File: src/rtl/icache.sv
// Direct-mapped, one-word-per-frame instruction cache between a core's fetch
// stage and the bus controller instruction port. Hits complete combinationally.
module icache #(
    parameter int SETS = 16
) (
    input  logic        CLK,
    input  logic        RST,
    input  logic        imemREN,
    input  logic [31:0] imemaddr,
    output logic        ihit,
    output logic [31:0] imemload,
    output logic        iREN,
    output logic [31:0] iaddr,
    input  logic        iwait,
    input  logic [31:0] iload,
    output logic [31:0] miss_count
);

    localparam int IDXW = $clog2(SETS);
    localparam int TAGW = 30 - IDXW;

    typedef enum logic {
        LOOKUP = 1'b0,
        FILL   = 1'b1
    } state_e;

    state_e            state_q, state_d;
    logic [31:0]       miss_addr_q, miss_addr_d;
    logic [31:0]       miss_count_q, miss_count_d;
    logic [SETS-1:0]   valid_q;
    logic [TAGW-1:0]   tag_q  [SETS];
    logic [31:0]       data_q [SETS];

    logic [IDXW-1:0]   lookup_idx;
    logic [TAGW-1:0]   lookup_tag;
    logic              lookup_hit;
    logic [IDXW-1:0]   fill_idx;
    logic [TAGW-1:0]   fill_tag;
    logic              fill_we;

    // Byte-offset bits never take part in a lookup.
    logic              unused_offset;
    assign unused_offset = ^imemaddr[1:0];

    assign lookup_idx = imemaddr[IDXW+1:2];
    assign lookup_tag = imemaddr[31:IDXW+2];
    assign lookup_hit = imemREN && valid_q[lookup_idx] && (tag_q[lookup_idx] == lookup_tag);

    assign fill_idx   = miss_addr_q[IDXW+1:2];
    assign fill_tag   = miss_addr_q[31:IDXW+2];

    // NOTE: every signal driven here gets a default first, so no path through
    // the case statement can leave one unassigned and infer a latch.
    always_comb begin
        state_d      = state_q;
        miss_addr_d  = miss_addr_q;
        miss_count_d = miss_count_q;
        fill_we      = 1'b0;
        ihit         = 1'b0;
        imemload     = 32'h0;
        iREN         = 1'b0;
        iaddr        = 32'h0;

        case (state_q)
            LOOKUP: begin
                ihit     = lookup_hit;
                imemload = lookup_hit ? data_q[lookup_idx] : 32'h0;
                if (imemREN && !lookup_hit) begin
                    miss_addr_d = {imemaddr[31:2], 2'b00};
                    state_d     = FILL;
                end
            end
            FILL: begin
                iREN  = 1'b1;
                iaddr = miss_addr_q;
                if (!iwait) begin
                    fill_we      = 1'b1;
                    miss_count_d = miss_count_q + 32'd1;
                    state_d      = LOOKUP;
                end
            end
            default: state_d = LOOKUP;
        endcase
    end

    // NOTE: sequential state uses non-blocking assignments so every register
    // samples the pre-edge values of the others.
    always_ff @(posedge CLK) begin
        if (RST) begin
            state_q      <= LOOKUP;
            miss_addr_q  <= 32'h0;
            miss_count_q <= 32'h0;
            valid_q      <= '0;
        end else begin
            state_q      <= state_d;
            miss_addr_q  <= miss_addr_d;
            miss_count_q <= miss_count_d;
            if (fill_we) begin
                valid_q[fill_idx] <= 1'b1;
            end
        end
    end

    // NOTE: tag and data arrays are deliberately left out of reset; the valid
    // bits alone make stale contents unobservable. Reset still blocks the write.
    always_ff @(posedge CLK) begin
        if (fill_we && !RST) begin
            tag_q[fill_idx]  <= fill_tag;
            data_q[fill_idx] <= iload;
        end
    end

    assign miss_count = miss_count_q;

endmodule
File: config.mk
export PLATFORM = sky130hd
export DESIGN_NAME = icache
export DESIGN_NICKNAME = d
export VERILOG_FILES = /design/src/rtl/icache.sv
export SDC_FILE = /design/constraint.sdc
export NUM_CORES = 1
export LEC_CHECK = 0
export ABC_AREA = 0
export CAP_MARGIN = 20
export CORE_AREA = 2 2 262 264
export CTS_CLUSTER_DIAMETER = 50
export DETAILED_ROUTE_END_ITERATION = 8
export DIE_AREA = 0 0 264 266
export PLACE_DENSITY = 0.77
export RECOVER_POWER = 100
export SLEW_MARGIN = 10
export SYNTH_ARGS = -nofsm -noshare
export SYNTH_HDL_FRONTEND = slang
export SYNTH_SLANG_ARGS = --single-unit
File: constraint.sdc
create_clock -name CLK -period 7.56 [get_ports CLK]
set_input_delay 1.512 -clock CLK [delete_from_list [all_inputs] [get_ports CLK]]
set_output_delay 1.512 -clock CLK [all_outputs]
set_load 0.01 [all_outputs]
==> Yosys cells after proc, flatten, opt, wreduce, memory -nomap -nowiden <==
Memories as Yosys holds them, arrays and structs flattened.
Index checks and enable logic that the tools add are counted.
{ "op_classes": {"n_addsub": 1, "order_cmp": 3, "eq_ne": 1, "mux": 16, "bitwise": 3, "n_reduce_logical": 9} }
{ "op_table": {"columns": ["cell", "n"], "rows": [
  ["$mux W32", 3],
  ["$add A32 B1 Y32 const B", 1],
  ["$eq A26 B26 Y1", 1],
  ["$or A16 B16 Y16", 1],
  ["$lt A4 B5 Y1 const B", 2],
  ["$mux W1", 10],
  ["$logic_and A1 B1 Y1", 5],
  ["$bmux W1 S4", 1],
  ["$demux W1 S4", 1],
  ["$ge A4 B1 Y1 const B", 1],
  ["$reduce_and A2 Y1", 2],
  ["$logic_not A1 Y1", 2],
  ["$not A1 Y1", 2],
  ["$pmux W1 S2", 1]
]} }
{ "word_totals": {"register_bits": 79, "ram_bits": 928, "in_bits": 68, "out_inout_bits": 98, "word_cells": 39, "memories": 2} }
{ "memory_table": {"columns": ["memory", "words", "word_bits", "rd", "rd_clocked_by_memory_dff", "write_ports", "line_no", "rtl"], "rows": [
  ["data_q", 16, 32, 1, 0, 1, "32", "logic [31:0] data_q [SETS];"],
  ["tag_q", 16, 26, 1, 0, 1, "31", "logic [TAGW-1:0] tag_q [SETS];"]
]} }

==> Depth between registers and ports, before layout <==
Gate-level depths: netlist of run 1.
{ "depth": {"word_depth": 8, "mapped_depth": 14, "depth_no_buf": 9} }

==> Least setup slack after synthesis of run 1 <==
No wires, ideal clock.
{ "synth_timing": {"path_type": "input to register", "start": "input iwait", "end": "memory data_q[0][0], enable pin", "setup_time_ns": 0.548, "arrival_ns": 6.165, "required_ns": 7.012, "path_slack_ns": 0.847, "cell_stages": 3, "n_path_buf": 0, "cell_sequence": "nand2b_1 -> or4_1 -> nor3_1"} }
{ "synth_via": {"elab_chain_cells": 5} }
{ "synth_rtl": {"columns": ["item", "line_no", "rtl"], "rows": [
  ["from (decl)", "14", "input logic iwait,"],
  ["$mux W1", "76", "if (!iwait) begin"],
  ["$mux W1", "64", "case (state_q)"],
  ["$logic_and A1 B1 Y1", "107", "if (fill_we && !RST) begin"],
  ["$mux W1", "107", null],
  ["$mux W1 (not written as such)", "109", "data_q[fill_idx] <= iload;"],
  ["to (decl)", "32", null]
]} }
Every way passes these cells.

==> Worst setup path after layout of run 1 <==
{ "layout_timing": {"start": "input imemaddr[3]", "end": "output imemload[1]"} }
{ "layout_via": {"elab_chain_cells": 6, "word_cells_on_any_way": 9, "classes_between": "eq/ne (1); mux (4); reduce/logical (2); memory (2)"} }
{ "layout_rtl": {"columns": ["item", "line_no", "rtl"], "rows": [
  ["from (decl)", "9", "input logic [31:0] imemaddr,"],
  ["parallel branches: the longest is 4 deep, another holds $mem_v2 Z16 W26", null, null],
  ["$mux W32 *", "67", "imemload = lookup_hit ? data_q[lookup_idx] : 32'h0;"],
  ["$mux W32 *", "64", null],
  ["to (decl)", "11", "output logic [31:0] imemload,"]
]} }
Mark *: on every way between the ends. The select of a mux whose other input is x is not followed.

==> run metrics, run 1 <==
Leak=about 0.015 uW; maximum VDD drop=roughly 200 uV; Setup Viol. Count Final=0; R2R depth=5; Internal=9250 uW; synth unique cells=62; RSZ-0062 raised after global routing=false; Final Util=67.8%; Synth top cells by count=edfxtp_1 (928), mux4_2 (255), dfxtp_1 (79), clkbuf_1 (61), mux2i_1 (53); Num CTS Buffers=103; critical path peak fanout=24; Max Freq=approximately 140 MHz; Worst setup EP type=primary output; Switching Fraction=21.2%; GRT overflow=0; CP Launch Type=input port; worst-margin pin slew=3950 ps; CTS tree=done; Rows=96; postcts setup bufs=0; fin crit share=95.8%; HPWL after DPL=50.0 mm; Synth top area share=between 60 and 70%; initial antenna violation count=5; vias per inst=6.69; Clock power frac=between 40% and 50%; 1st-iter DRT viols=2,775; vias after detailed routing=roughly 21,000; sequential power share=53.1%; global-route wire length before repair=approximately 140 mm; Net Sw Power=roughly 2500 uW; RD Place Congestion=approximately 0.79; failing checks=capacitance limit, slew limit; first drt pass iteration count=5; clock latency on the worst-skew pair=~650 ps; final wirelength=between 90 and 100 mm; PortBufs=between 150 and 200; Hold Crit Depth=1; Global Route Usage Sum=27.6%; WS Path Type=in -> out; syn avg cell area=a little over 20 sq um; clk sinks=1,007; Worst Hold Class=reg -> reg; pin count of the biggest net entering global routing=66; initial core utilization=about three fifths; Die Ht=~270 um; Cell Area, Synth=40,100 sq um; Synth Flop Type=edfxtp_1; Logic pwr share=4.8%; fraction of layout cells with a size suffix above 1=22.4%; Clock Path Buffers=3; most instantiated library cell after synthesis=edfxtp_1; Post-synth EDFFs=928; clock-pin transition on the worst setup and hold timing paths=60 ps; status=finished with violations; # hold bufs at CTS=0; Final Hold Vio Count=0; I/O pin total=166; Max Cap Violations=30; Worst Skew=between 30 and 40 ps; Resized Gates After CTS=0; most area-consuming cells after synthesis=edfxtp_1 (70%), mux4_2 (14%), dfxtp_1 (3.9%); final slew viol count=approximately 880; drt wl/cell=around 30 um; Die Wd=264 um; Req. time, crit path=between 6000 and 7000 ps; clk root buf=clkbuf_16; nets@finish=2,255; Critical Path AT=5730 ps; Yosys Warn Count=0; slew margin rel.=-163%; H-tree depth=3; DRC Markers=0; Area after DPL=roughly 43,000 sq um; setup TNS=0 ps; die area=70,200 sq um; number of global-route vias before repair=21,500; Synth Register Bits=a little over 1,000; post-route ant nets=0; Fill cells=4,228; post-synthesis sequential area ratio=between 70 and 80%; min cycle time layout=between 7000 and 8000 ps; final non-filler cell area=approximately 46,000 sq um; Synth Instances=1,970; Pwr Total=11,700 uW; biggest area consumer among synthesized cells=edfxtp_1; Async S/R FF share, synth=0%; Core Area=67,700 sq um; area grow syn2layout=14.5%; Power per Cell Area=256 nW/um^2
critical path, stage by stage:
cell and delay, ps:
buf_6 300, mux4_2 570, a22o_1 250, a221oi_1 260
xor2_1 310, nand4_1 280, or3_1 510, or4_4 520
buf_4 300, nor2b_1 220, dlygate4sd3_1 630
power groups by stage:
stage                     Combinational (uW)  Sequential [uW]  Clock (uW)
final                                    565             6240        4940
after global routing                     598             6250        5210
after CTS                                574             6240        4980
after detailed placement                 567             6350           0
after global placement                   553             6340           0
after floorplan                          368             6320           0
cells by family after synthesis:
logic type / count (synthesis) / synth area share, %
xor gates and xnor gates: 50 / 1.09
buffers and inverters: 126 / 1.72
AOI/OAI and AO/OA: 123 / 2.39
and+or+nand+nor: 349 / 5.50
adders and majority gates: 1 / 0.0312
DFF: 1007 / 73.5
muxes: 313 / 15.8
other: 1 / 0.00936
per-stage QoR:
step / instances / hold WS (ps) / setup WS [ps]
4_1_cts: 3152 / 453 / 330
6_report: 3157 / 452 / 318
3_3_place_gp: 2958 / 427 / 405
3_5_place_dp: 2959 / 439 / 371
5_1_grt: 3156 / 476 / 189
2_1_floorplan: 1971 / 421 / 847
registers in the layout, indices dropped and copies added, names as in the netlist:
| name | cells |
|---|---|
| data_q | 512 |
| tag_q | 416 |
| miss_count | 32 |
| miss_addr_q | 30 |
| valid_q | 16 |
| state_q | 1 |
metal layers:
metal,wire (um),GRT usage (%),up-vias,part of all wire [%]
met5,21,0,-,0.022
met4,2520,8.75,4,2.6
met3,9600,5.92,170,10
met2,46800,44.2,1321,49
met1,36400,38.6,11000,38
li1,-,-,8590,-
cell type report:
type                       instances  area, sq um  share of cell area, %
antenna                            1         2.50                0.00545
clock inverter                    61          551                   1.20
multi-input combinational        838         9930                   21.6
tap                              882         1100                   2.40
sequential                      1007        29400                   64.2
inverter                           7         27.5                 0.0600
clock buffer                     132         2770                   6.03
timing repair buffer             229         2070                   4.51
cell usage in the layout, fill, tap and decap left out, types with 14 or more instances in the layout:
master / Yosys / layout
mux4_2: 255 / 255
a32oi_1: 33 / 33
clkinv_2: 0 / 25
buf_4: 3 / 34
clkbuf_16: 0 / 104
nand2_1: 30 / 30
a21o_1: 16 / 16
nor3b_1: 27 / 27
dfxtp_1: 79 / 79
and2_0: 0 / 25
mux2i_1: 53 / 53
nand3_1: 43 / 43
nand4_1: 42 / 42
edfxtp_1: 928 / 928
nor2b_4: 29 / 25
clkdlybuf4s50_1: 0 / 59
clkbuf_1: 61 / 43
nor2b_1: 10 / 14
xor2_1: 21 / 21
dlygate4sd3_1: 0 / 97
nand2b_1: 38 / 37
nor2_1: 50 / 49
xnor2_1: 29 / 29
path summary, 6_finish.rpt:
path,start,endpoint,slack [ps]
max,imemaddr[3],imemload[1],320
min,valid_q[1],valid_q[1],450
max reg2reg,state_q,data_q[2][27],2290
min reg2reg,valid_q[1],valid_q[1],450
Note: power is estimated with default switching activity, not from simulation.
==> run 2: changes to the inputs <==
- CORE_AREA: 2 2 262 264 -> 2 2 273 275
- DIE_AREA: 0 0 264 266 -> 0 0 275 277
- PLACE_DENSITY: 0.77 -> 0.75
- clock period: 7.56 -> 6.5 ns (I/O delays scaled with it)
==> run 2 against run 1 <==
  * The run still ends with capacitance limit, slew limit left
  * Hold slack improved by 0.94 ps
  * Clock skew rose by 6.9 ps
  * Clock power rose by 19%
  * Critical path type unchanged
  * Critical endpoint is now imemload[8]
  * Highest routed layer is now met4
==> run metrics, run 2 (synthesis results as in run 1) <==
status=finished with violations; failing checks=capacitance limit, slew limit; Core Area=73,600 sq um; met2 wire len=47.0 mm; final non-filler cell area=46,200 sq um; # hold bufs at CTS=0; critical path peak fanout=23; clk sinks=1,007; Worst Skew=38.1 ps; Worst setup EP type=primary output; PortBufs=161; clk root buf=clkbuf_16; Pwr Total=13,800 uW; slowest CP cell=or4_4; Power per Cell Area=299 nW/um^2; vias per inst=6.40; H-tree depth=3; GRT overflow=0; WS Path Type=in -> out; pin count of the biggest net entering global routing=78; Rows=100; crit-path cells=buf_6 > buf_4 > mux4_2 > a221oi_2 > xor2_1 > o2111ai_1 > or3_1 > or4_4 > buf_12 > nor2b_1 > clkdlybuf4s50_1; Die Wd=about 280 um; Critical Path AT=5050 ps; Top reg by flops=data_q; Clock Path Buffers=3; Global Route Usage Sum=25.0%; area grow syn2layout=15.2%; die area=76,200 sq um; Setup Viol. Count Final=0; CTS tree=done; RD Place Congestion=0.801; Max Freq=about 160 MHz; 1st-iter DRT viols=around 2,400; nets@finish=2,257; min cycle time layout=6350 ps; uppermost layer routed=met4; first drt pass iteration count=5; setup TNS=0 ps; fin crit share=97.7%; vias after detailed routing=20,800; post-route ant nets=0; initial antenna violation count=6; met3 WL=7.72 mm; drt wl/cell=29.1 um; clock-pin transition on the worst setup and hold timing paths=roughly 60 ps; RSZ-0062 raised after global routing=false; Worst Hold Class=reg -> reg; global-route wire length before repair=139 mm; slew margin rel.=-146%; final slew viol count=1,020; Die Ht=around 280 um; Post-Route M1 WL=37.1 mm; I/O pin total=166; maximum VDD drop=230 uV; Req. time, crit path=5200 ps; commonest non-fill, non-tap cell in the layout=edfxtp_1; Num CTS Buffers=approximately 100; DRC Markers=0; Area after DPL=43,200 sq um; HPWL after DPL=49.3 mm; worst-margin pin slew=3680 ps; most frequent cells in the layout=edfxtp_1 (928), mux4_2 (255), clkbuf_16 (104); final wirelength=94.3 mm; Resized Gates After CTS=1; Final Hold Vio Count=0; clock latency on the worst-skew pair=680 ps; Max Cap Violations=26; CP Launch Type=input port; Leak=0.0150 uW; Max stage delay on crit path=580 ps; initial core utilization=around 54%; postcts setup bufs=0; number of global-route vias before repair=21,500; WHS=453 ps; fraction of layout cells with a size suffix above 1=22.2%; max FFs per register=512
[run 2: metrics by stage]
| step | setup WS [ps] | util, % | instances |
|---|---|---|---|
| 6_report | 152 | 62.8 | 3245 |
| 5_1_grt | 7.01 | 62.8 | 3244 |
| 4_1_cts | 4.71 | 63.3 | 3242 |
| 3_5_place_dp | 1.47 | 58.7 | 3053 |
| 3_3_place_gp | 123 | 58.6 | 3051 |
| 2_1_floorplan | 126 | - | 1971 |
[run 2: power breakdown]
part | internal [uW] | total [uW] | switching (uW)
sequential | 7160 | 7260 | 97.6
clock | 3450 | 5900 | 2450
combinational | 301 | 657 | 355
[run 2: area by class of cell]
| class | instances | area [sq um] |
|---|---|---|
| antenna | 3 | 7.51 |
| clock inverter | 56 | 643 |
| tap | 969 | 1210 |
| clock buffer | 133 | 2790 |
| fill | 4917 | 27400 |
| timing repair buffer | 232 | 2170 |
| multi-input combinational | 838 | 9880 |
| inverter | 7 | 27.5 |
| sequential | 1007 | 29400 |
[run 2: worst max-delay path, delay by kind of cell]
kind	cells	cell delay, ps
AOI/OAI and AO/OA	2	550
buffers and inverters	4	1180
xor gates and xnor gates	1	190
and+or+nand+nor	3	1250
muxes	1	540
[run 2: final timing paths]
| check | startpoint | to | slack [ps] | depth (start not counted) |
|---|---|---|---|---|
| worst min register to register | valid_q[8] | valid_q[8] | 450 | 1 |
| worst min-delay path | valid_q[8] | valid_q[8] | 450 | 1 |
| worst max register to register | state_q | data_q[5][2] | 800 | 6 |
| worst max-delay path | imemaddr[3] | imemload[8] | 150 | 11 |
[run 2: per-layer routing]
metal / global-route usage [%] / up-vias
met5: 0 / -
met4: 6.83 / 0
met3: 3.58 / 165
met2: 41.2 / 1014
met1: 35.2 / 11000
li1: - / 8604
==> run 3: changes to the inputs <==
--- a/config.mk
+++ b/config.mk
@@ -8,9 +8,9 @@
 export ABC_AREA = 0
 export CAP_MARGIN = 20
-export CORE_AREA = 2 2 273 275
+export CORE_AREA = 2 2 290 292
 export CTS_CLUSTER_DIAMETER = 50
 export DETAILED_ROUTE_END_ITERATION = 8
-export DIE_AREA = 0 0 275 277
-export PLACE_DENSITY = 0.75
+export DIE_AREA = 0 0 292 294
+export PLACE_DENSITY = 0.68
 export RECOVER_POWER = 100
 export SLEW_MARGIN = 10
==> constraint.sdc (replaced) <==
create_clock -name CLK -period 6.5 [get_ports CLK]
set_input_delay 1.3 -clock CLK [delete_from_list [all_inputs] [get_ports CLK]]
set_output_delay 1.3 -clock CLK [all_outputs]
set_load 0.1 [all_outputs]
==> run 3 against run 2 <==
  * The run still ends with capacitance limit, slew limit left
  * Cell count increased by 3.5%
  * Critical endpoint is now imemload[3]
  * Global-route usage fell by 3.6 points
  * Clock skew shrank 9.3 ps
  * Sequential power is essentially flat
  * Register-to-register slack worse by 340 ps
==> run metrics, run 3 (synthesis results as in run 1) <==
min cycle time layout=6270 ps; Max Freq=~160 MHz; drt wl/cell=27.1 um; final non-filler cell area=46,600 sq um; DRC Markers=0; die area=85,800 sq um; area grow syn2layout=16.2%; critical path peak fanout=40; Internal=11,000 uW; failing checks=capacitance limit, slew limit; maximum VDD drop=235 uV; initial core utilization=48.4%; I/O pin total=166; Top reg by flops=data_q; final slew viol count=848; RSZ-0062 raised after global routing=false; vias after detailed routing=20,200; H-tree depth=3; Leak=0.0153 uW; clk root buf=clkbuf_16; GRT overflow=0; Final Hold Vio Count=0; commonest non-fill, non-tap cell in the layout=edfxtp_1; Global Route Usage Sum=21.3%; Clock power frac=a little over two fifths; clock-pin transition on the worst setup and hold timing paths=50 ps; RD Place Congestion=between 0.8 and 0.9; HPWL after DPL=48.2 mm; clock latency on the worst-skew pair=650 ps; Critical Path AT=between 4000 and 5000 ps; initial antenna violation count=6; CTS tree=done; Clock Path Buffers=3; sequential power share=52.1%; Fill cells=about 6,000; Net Sw Power=2920 uW; Worst Hold Class=reg -> reg; CP Launch Type=input port; pin count of the biggest net entering global routing=62; 1st-iter DRT viols=between 2,000 and 2,500; first drt pass iteration count=5; nets@finish=2,257; Req. time, crit path=5200 ps; max FFs per register=512; Max stage delay on crit path=680 ps; status=finished with violations; WS Path Type=in -> out; Power per Cell Area=299 nW/um^2; slowest CP cell=or4_4; # hold bufs at CTS=0; R2R setup slack=between 400 and 500 ps; WHS=447 ps; Area after DPL=approximately 44,000 sq um; Logic pwr share=5.0%; slew margin rel.=-99.0%; Num CTS Buffers=105; number of global-route vias before repair=20,900; Die Ht=between 200 and 300 um; Die Wd=~300 um; cell mode on critical path=buf_12; vias per inst=6.03; crit-path cells=buf_12 > buf_12 > mux4_2 > o22ai_1 > nor2_1 > xnor2_1 > o2111ai_1 > or3_1 > or4_4 > clkbuf_4 > nor2b_4 > buf_6; Rows=about 110; fin crit share=96.5%; Setup Viol. Count Final=0; CP top delay family=simple AND/OR/NAND/NOR gates; most frequent cells in the layout=edfxtp_1 (928), mux4_2 (255), clkbuf_16 (109); global-route wire length before repair=134 mm; Worst Skew=approximately 29 ps; Core Area=82,900 sq um; worst-margin pin slew=roughly 3000 ps; Worst setup EP type=primary output; post-route ant nets=0; crit path buf inv count=4; PortBufs=161; Max Cap Violations=21; clk sinks=1,007; Switching Fraction=a little over a fifth; final wirelength=90.9 mm; Final Util=56.2%; fraction of layout cells with a size suffix above 1=between 20% and 30%
-- run 3: changes by cell type in the layout (fill, tap and decap cells not counted), moves of 5 or more --
cell and delta:
clkbuf_16 +5, buf_12 +17, dlygate4sd3_1 +12, clkdlybuf4s50_1 -45, and2_1 +12, nor2b_1 -15, nor2b_4 +17, and2_0 -12
buf_6 +9
-- run 3: power groups by stage --
| stage | Sequential (uW) | Combinational [uW] | Clock (uW) |
|---|---|---|---|
| 5_1_grt | 7270 | 749 | 6330 |
| 3_3_place_gp | 7380 | 707 | 0 |
| 3_5_place_dp | 7390 | 720 | 0 |
| 4_1_cts | 7260 | 724 | 6070 |
| 6_report | 7260 | 702 | 5970 |
| 2_1_floorplan | 7360 | 486 | 0 |
-- run 3: cell type report --
type / count / area (sq um) / area share (%)
sequential: 1007 / 29400 / 63.2
tap: 1080 / 1350 / 2.90
antenna: 1 / 2.50 / 0.00537
clock inverter: 59 / 627 / 1.35
timing repair buffer: 229 / 2280 / 4.90
inverter: 7 / 27.5 / 0.0591
clock buffer: 137 / 2870 / 6.17
multi-input combinational: 838 / 9960 / 21.4
-- run 3: worst reg2reg max path, cell delays in order (launching register included) --
cell and delay [ps]:
dfxtp_1 670, clkbuf_1 740, nand2b_1 260, nor2_1 240, nand3b_1 240, nor2_1 1970, buf_2 1440
-- run 3: final timing paths --
path | start | end | cells past startpoint
worst max-delay path | imemaddr[2] | imemload[3] | 12
worst min-delay path | valid_q[12] | valid_q[12] | 1
worst max register to register | state_q | data_q[6][17] | 6
worst min register to register | valid_q[12] | valid_q[12] | 1
-- run 3: through the flow --
step | TNS (ps) | cells | power, uW | setup slack, ps
5_1_grt | 0 | 3358 | 14300 | 51.9
4_1_cts | 0 | 3357 | 14000 | 131
6_report | 0 | 3358 | 13900 | 230
3_3_place_gp | 0 | 3161 | 8090 | 164
2_1_floorplan | -188 | 1971 | 7840 | -62.6
3_5_place_dp | 0 | 3161 | 8110 | 143
-- run 3: routing by layer --
layer / vias to the layer above / wire length [um] / GRT usage [%]
met2: 743 / 46100 / 35.6
met5: - / 0 / 0
met3: 139 / 5380 / 3.10
met1: 10700 / 37300 / 29.4
met4: 0 / 2140 / 6.61
li1: 8615 / - / -
-- run 3: repair_timing --
item	in CTS	in global routing
setup buffers	0	0
gates resized for setup	0	2
setup endpoints to repair	0	27
